==> src/rtl/divider_pkg.sv <==
// Shared ALU-unit definitions: opcodes for the divider/multiplier and the
// common IDLE/RUN/DONE state encoding.
package divider_pkg;

    localparam logic [5:0] OP_MULTU = 6'b011001;
    localparam logic [5:0] OP_DIVU  = 6'b011011;
    localparam logic [5:0] OP_OUT   = 6'b111111;

    localparam int unsigned WORD_W = 32;
    localparam int unsigned ITERS  = 32;

    typedef enum logic [1:0] {
        ST_IDLE = 2'd0,
        ST_RUN  = 2'd1,
        ST_DONE = 2'd2
    } state_t;

endpackage

==> src/rtl/divider_step.sv <==
// One restoring-division iteration: shift {rem, quot} left, trial-subtract
// the divisor and keep the trial when it does not go negative.
module div_step
    import divider_pkg::*;
(
    input  logic [WORD_W:0]   rem,
    input  logic [WORD_W-1:0] quot,
    input  logic [WORD_W-1:0] divisor,
    output logic [WORD_W:0]   rem_next,
    output logic [WORD_W-1:0] quot_next
);

    logic [WORD_W+1:0] shifted;
    logic [WORD_W+1:0] trial;

    always_comb begin
        shifted = {rem, quot[WORD_W-1]};
        trial   = shifted - {2'b00, divisor};
        // Top bit of the widened trial is the borrow: set means the divisor did not fit.
        if (!trial[WORD_W+1]) begin
            rem_next  = trial[WORD_W:0];
            quot_next = {quot[WORD_W-2:0], 1'b1};
        end else begin
            rem_next  = shifted[WORD_W:0];
            quot_next = {quot[WORD_W-2:0], 1'b0};
        end
    end

endmodule

==> src/rtl/divider.sv <==
// 32-bit unsigned sequential divider: fixed 32-cycle restoring algorithm with
// a divide-by-zero shortcut, result presented as {remainder, quotient}.
module divider
    import divider_pkg::*;
#(
    parameter logic [5:0] DIVU = OP_DIVU,
    parameter logic [5:0] OUT  = OP_OUT
) (
    input  logic                clk,
    input  logic                reset,
    input  logic [WORD_W-1:0]   dataA,
    input  logic [WORD_W-1:0]   dataB,
    input  logic [5:0]          Signal,
    output logic [2*WORD_W-1:0] dataOut,
    output logic                busy,
    output logic                done,
    output logic                divZero
);

    state_t            state_reg;
    logic [WORD_W:0]   rem_reg;
    logic [WORD_W-1:0] quot_reg;
    logic [WORD_W-1:0] divisor_reg;
    logic [4:0]        cnt_reg;

    logic [WORD_W:0]   rem_next;
    logic [WORD_W-1:0] quot_next;

    div_step u_step (
        .rem       (rem_reg),
        .quot      (quot_reg),
        .divisor   (divisor_reg),
        .rem_next  (rem_next),
        .quot_next (quot_next)
    );

    always_ff @(posedge clk or posedge reset) begin
        if (reset) begin
            state_reg   <= ST_IDLE;
            rem_reg     <= '0;
            quot_reg    <= '0;
            divisor_reg <= '0;
            cnt_reg     <= '0;
            dataOut     <= '0;
            busy        <= 1'b0;
            done        <= 1'b0;
            divZero     <= 1'b0;
        end else if (Signal == OUT) begin
            state_reg   <= ST_IDLE;
            rem_reg     <= '0;
            quot_reg    <= '0;
            divisor_reg <= '0;
            cnt_reg     <= '0;
            dataOut     <= '0;
            busy        <= 1'b0;
            done        <= 1'b0;
            divZero     <= 1'b0;
        end else begin
            case (state_reg)
                ST_IDLE, ST_DONE: begin
                    if (Signal == DIVU) begin
                        quot_reg    <= dataA;
                        divisor_reg <= dataB;
                        rem_reg     <= '0;
                        cnt_reg     <= '0;
                        done        <= 1'b0;
                        divZero     <= 1'b0;
                        if (dataB == '0) begin
                            dataOut   <= {dataA, {WORD_W{1'b1}}};
                            done      <= 1'b1;
                            divZero   <= 1'b1;
                            state_reg <= ST_DONE;
                        end else begin
                            busy      <= 1'b1;
                            state_reg <= ST_RUN;
                        end
                    end
                end
                ST_RUN: begin
                    rem_reg  <= rem_next;
                    quot_reg <= quot_next;
                    cnt_reg  <= cnt_reg + 5'd1;
                    // Counter wraps to 0 after this edge, which is the idle value anyway.
                    if (cnt_reg == 5'(ITERS - 1)) begin
                        dataOut   <= {rem_next[WORD_W-1:0], quot_next};
                        done      <= 1'b1;
                        busy      <= 1'b0;
                        state_reg <= ST_DONE;
                    end
                end
                default: begin
                    state_reg <= ST_IDLE;
                    busy      <= 1'b0;
                    done      <= 1'b0;
                    divZero   <= 1'b0;
                end
            endcase
        end
    end

endmodule
==> config.mk <==
export PLATFORM = sky130hd
export DESIGN_NAME = divider
export DESIGN_NICKNAME = d
export VERILOG_FILES = /design/src/rtl/divider_pkg.sv /design/src/rtl/divider_step.sv /design/src/rtl/divider.sv
export SDC_FILE = /design/constraint.sdc
export NUM_CORES = 1
export LEC_CHECK = 0
export ABC_CLOCK_PERIOD_IN_PS = 15300
export CORE_AREA = 2 2 145 147
export CTS_BUF_LIST = sky130_fd_sc_hd__clkbuf_16
export CTS_CLUSTER_SIZE = 28
export DETAILED_ROUTE_END_ITERATION = 10
export DIE_AREA = 0 0 147 149
export PLACE_DENSITY_LB_ADDON = 0.1
export SLEW_MARGIN = 20
export SYNTH_ARGS = -nofsm -noshare
export SYNTH_HDL_FRONTEND = slang
export SYNTH_HIERARCHICAL = 1
export SYNTH_SLANG_ARGS = --single-unit
==> constraint.sdc <==
create_clock -name clk -period 15.3 [get_ports clk]
set_input_delay 3.06 -clock clk [delete_from_list [all_inputs] [get_ports clk]]
set_output_delay 3.06 -clock clk [all_outputs]
set_load 0.02 [all_outputs]
==> impl_metrics.env <==
export IMPL_hold_class="reg2reg"
export IMPL_synth_fa_ha_area_frac=0.0448
export IMPL_wl_per_cell_um=19.5
export IMPL_synth_flop_cell="dfrtp_1"
export IMPL_diodes=0
export IMPL_finalCritPeriodShare=0.369
export IMPL_dp_cells=1360
export IMPL_synth_xor_area_share=0.0264
export IMPL_root_buffer="clkbuf_16"
export IMPL_cp_start_kind="input pin"
export IMPL_skew_ps=15.3
export IMPL_maxSlewViolCount=0
export IMPL_drt_iter0_drc=552
export IMPL_area_growth_pct=18.9
export IMPL_worstPathMaxFanout=67
export IMPL_placementRows=53
export IMPL_yosys_register_bits=170
export IMPL_preCtsSetupSlack_ps=9220
export IMPL_io_buffers=138
export IMPL_post_cts_setup_buffers=0
export IMPL_fp_dieH_um=149
export IMPL_die_w_um=147
export IMPL_critPathArrivalTime_ps=6020
export IMPL_grt_pass1_wl_mm=44.1
export IMPL_place_congestion=0.879
export IMPL_drt_wl_total_mm=27.2
export IMPL_fin_cells=1392
export IMPL_drt_first_pass_iters=5
export IMPL_synthArstFlopShare=1.00
export IMPL_vias=8338
export IMPL_grt_pass1_vias=8085
export IMPL_viasPerCell=5.99
export IMPL_maxCapViolCount=0
export IMPL_rrSetupSlack_ps=11180
export IMPL_vdd_drop_max_mv=0.133
export IMPL_syn_inst=1051
export IMPL_grt_max_degree=102
export IMPL_largest_reg_flops=64
export IMPL_cts_clk_slew_worst_paths_ps=80
export IMPL_power_leakage_nw=5.26
export IMPL_grtUsageTotal=0.253
export IMPL_cts_buffers_inserted=17
export IMPL_coreArea_um2=20600
export IMPL_synth_avg_cell_area_um2=9.46
export IMPL_clk_latency_ps=440
export IMPL_start_util=0.484
export IMPL_synth_compound_area_frac=0.265
export IMPL_worst_pin_slew_ps=1080
export IMPL_clk_path_buf_depth=2
export IMPL_finalSetupTns_ps=0
export IMPL_nNetsFinal=1211
export IMPL_dp_hpwl_mm=17.8
export IMPL_status="completed"
export IMPL_slew_headroom=0.278
export IMPL_yosys_area_share_simple=0.130
export IMPL_synthMuxAreaShare=0.0313
export IMPL_ant_nets=0
export IMPL_setup_viol=0
export IMPL_finalHoldViolCount=0
export IMPL_period_needed_ps=5650
export IMPL_drc=0
export IMPL_syn_nets=1158
export IMPL_cp_required_ps=15670
export IMPL_cts_sinks=170
export IMPL_syn_area_um2=9940
export IMPL_yosysWarnings=6
export IMPL_cp_end_kind="flip-flop"
export IMPL_post_cts_resize_count=0
export IMPL_synth_edf_count=0
export IMPL_drive_gt1_frac=0.0815
export IMPL_power_density_nw_per_um2=182
export IMPL_antenna_found_initial=0
export IMPL_grt_overflow=0
export IMPL_synth_cell_types=64
export IMPL_htree_levels=4
export IMPL_final_cell_mix="nand2_1 (179), dfrtp_1 (170), clkdlybuf4s50_1 (138)"
export IMPL_io_pins=139
export IMPL_synth_top_family_by_area="compound AO/OA/AOI/OAI gates"
export IMPL_crit_type="in2reg"
export IMPL_final_common_cell="nand2_1"
export IMPL_die_area_um2=21900
export IMPL_ys_seq_area_frac=0.428
export IMPL_ctsHoldBuffers=0
export IMPL_fin_ws_ps=9650
export IMPL_cts_tree="built"
export IMPL_total_power_w=0.00216
export IMPL_rsz0062_at_grt="false"
export IMPL_fmax_mhz=177
-- cell families after synthesis --
group           after synthesis
compound gates              343
xor+xnor                     30
fa+ha+maj                    35
buf+inv                     155
flops                       170
mux                          28
simple gates                290
-- Yosys cell counts (3+ instances only) --
master     number  area (um2)
a211oi_1        5        37.5
a21o_1         25         188
a21oi_1        30         150
a22o_1         37         324
a2bb2oi_1      32         280
a31oi_1        35         219
and3_1          3        18.8
buf_1           9        33.8
buf_2           4        20.0
buf_4          34         255
buf_6           4        45.0
clkbuf_1       65         244
dfrtp_1       170        4250
ha_1           34         425
inv_1          39         146
mux2_1         20         225
mux2_2          5        56.3
mux2i_1         3        30.0
nand2_1       179         672
nand2b_1        3        18.8
nand3_1        36         180
nand4_1         8        50.1
nor2_1         22        82.6
nor2b_1         8        50.1
nor3_1          7        35.0
nor4_1          8        50.1
o211ai_1       34         255
o21a_1          7        52.6
o21ai_0        47         235
o21bai_1        4        30.0
o221a_1         7        78.8
o221a_2        25         282
o221ai_1       32         280
o31ai_1         5        37.5
xnor2_1        20         175
xor2_1         10        87.6
-- report_power, final --
| group | leakage [nW] | internal [W] | switching (W) |
|---|---|---|---|
| logic | 2.95 | 0.000478 | 0.000596 |
| registers | 2.02 | 0.000552 | 0.0000903 |
| clock network | 0.286 | 0.000244 | 0.000198 |
-- routing by layer --
metal	global-route usage	vias to the layer above	wire, um
met5	0	-	0
met4	0.0750	0	541
met3	0.0428	34	1320
met2	0.421	249	13500
met1	0.342	4101	11800
li1	-	3954	-
-- metrics by stage --
stage           util  instance area [um2]  hold slack, ps
2_1_floorplan      -                 9940             467
3_3_place_gp   0.547                11200             483
3_5_place_dp   0.547                11200             485
4_1_cts        0.575                11800             503
5_1_grt        0.575                11800             515
6_report       0.575                11800             498
-- layout make-up --
type / instances / area, um2
clock buffer: 17 / 425
clock inverter: 15 / 164
fill: 1885 / 8730
inverter: 39 / 151
multi-input combinational: 726 / 5020
sequential: 170 / 4250
tap: 275 / 344
timing repair buffer: 150 / 1470
-- worst max-delay path, cell delays in order --
cell	delay, ps
clkdlybuf4s50_1	500
or2_1	320
or3_2	410
buf_4	360
o31ai_4	730
buf_4	370
o221a_2	230
-- path summary, 6_finish.rpt --
check,to,cells past startpoint,from
setup reg to reg,dataOut[40],12,rem_reg[13]
hold reg to reg,divisor_reg[27],2,divisor_reg[27]
hold / removal,divisor_reg[27],2,divisor_reg[27]
setup / recovery,dataOut[16],7,Signal[2]
max in group asynchronous,rem_reg[18],3,reset
min in group asynchronous,divisor_reg[3],2,reset
(Power assumes the default switching activity.)
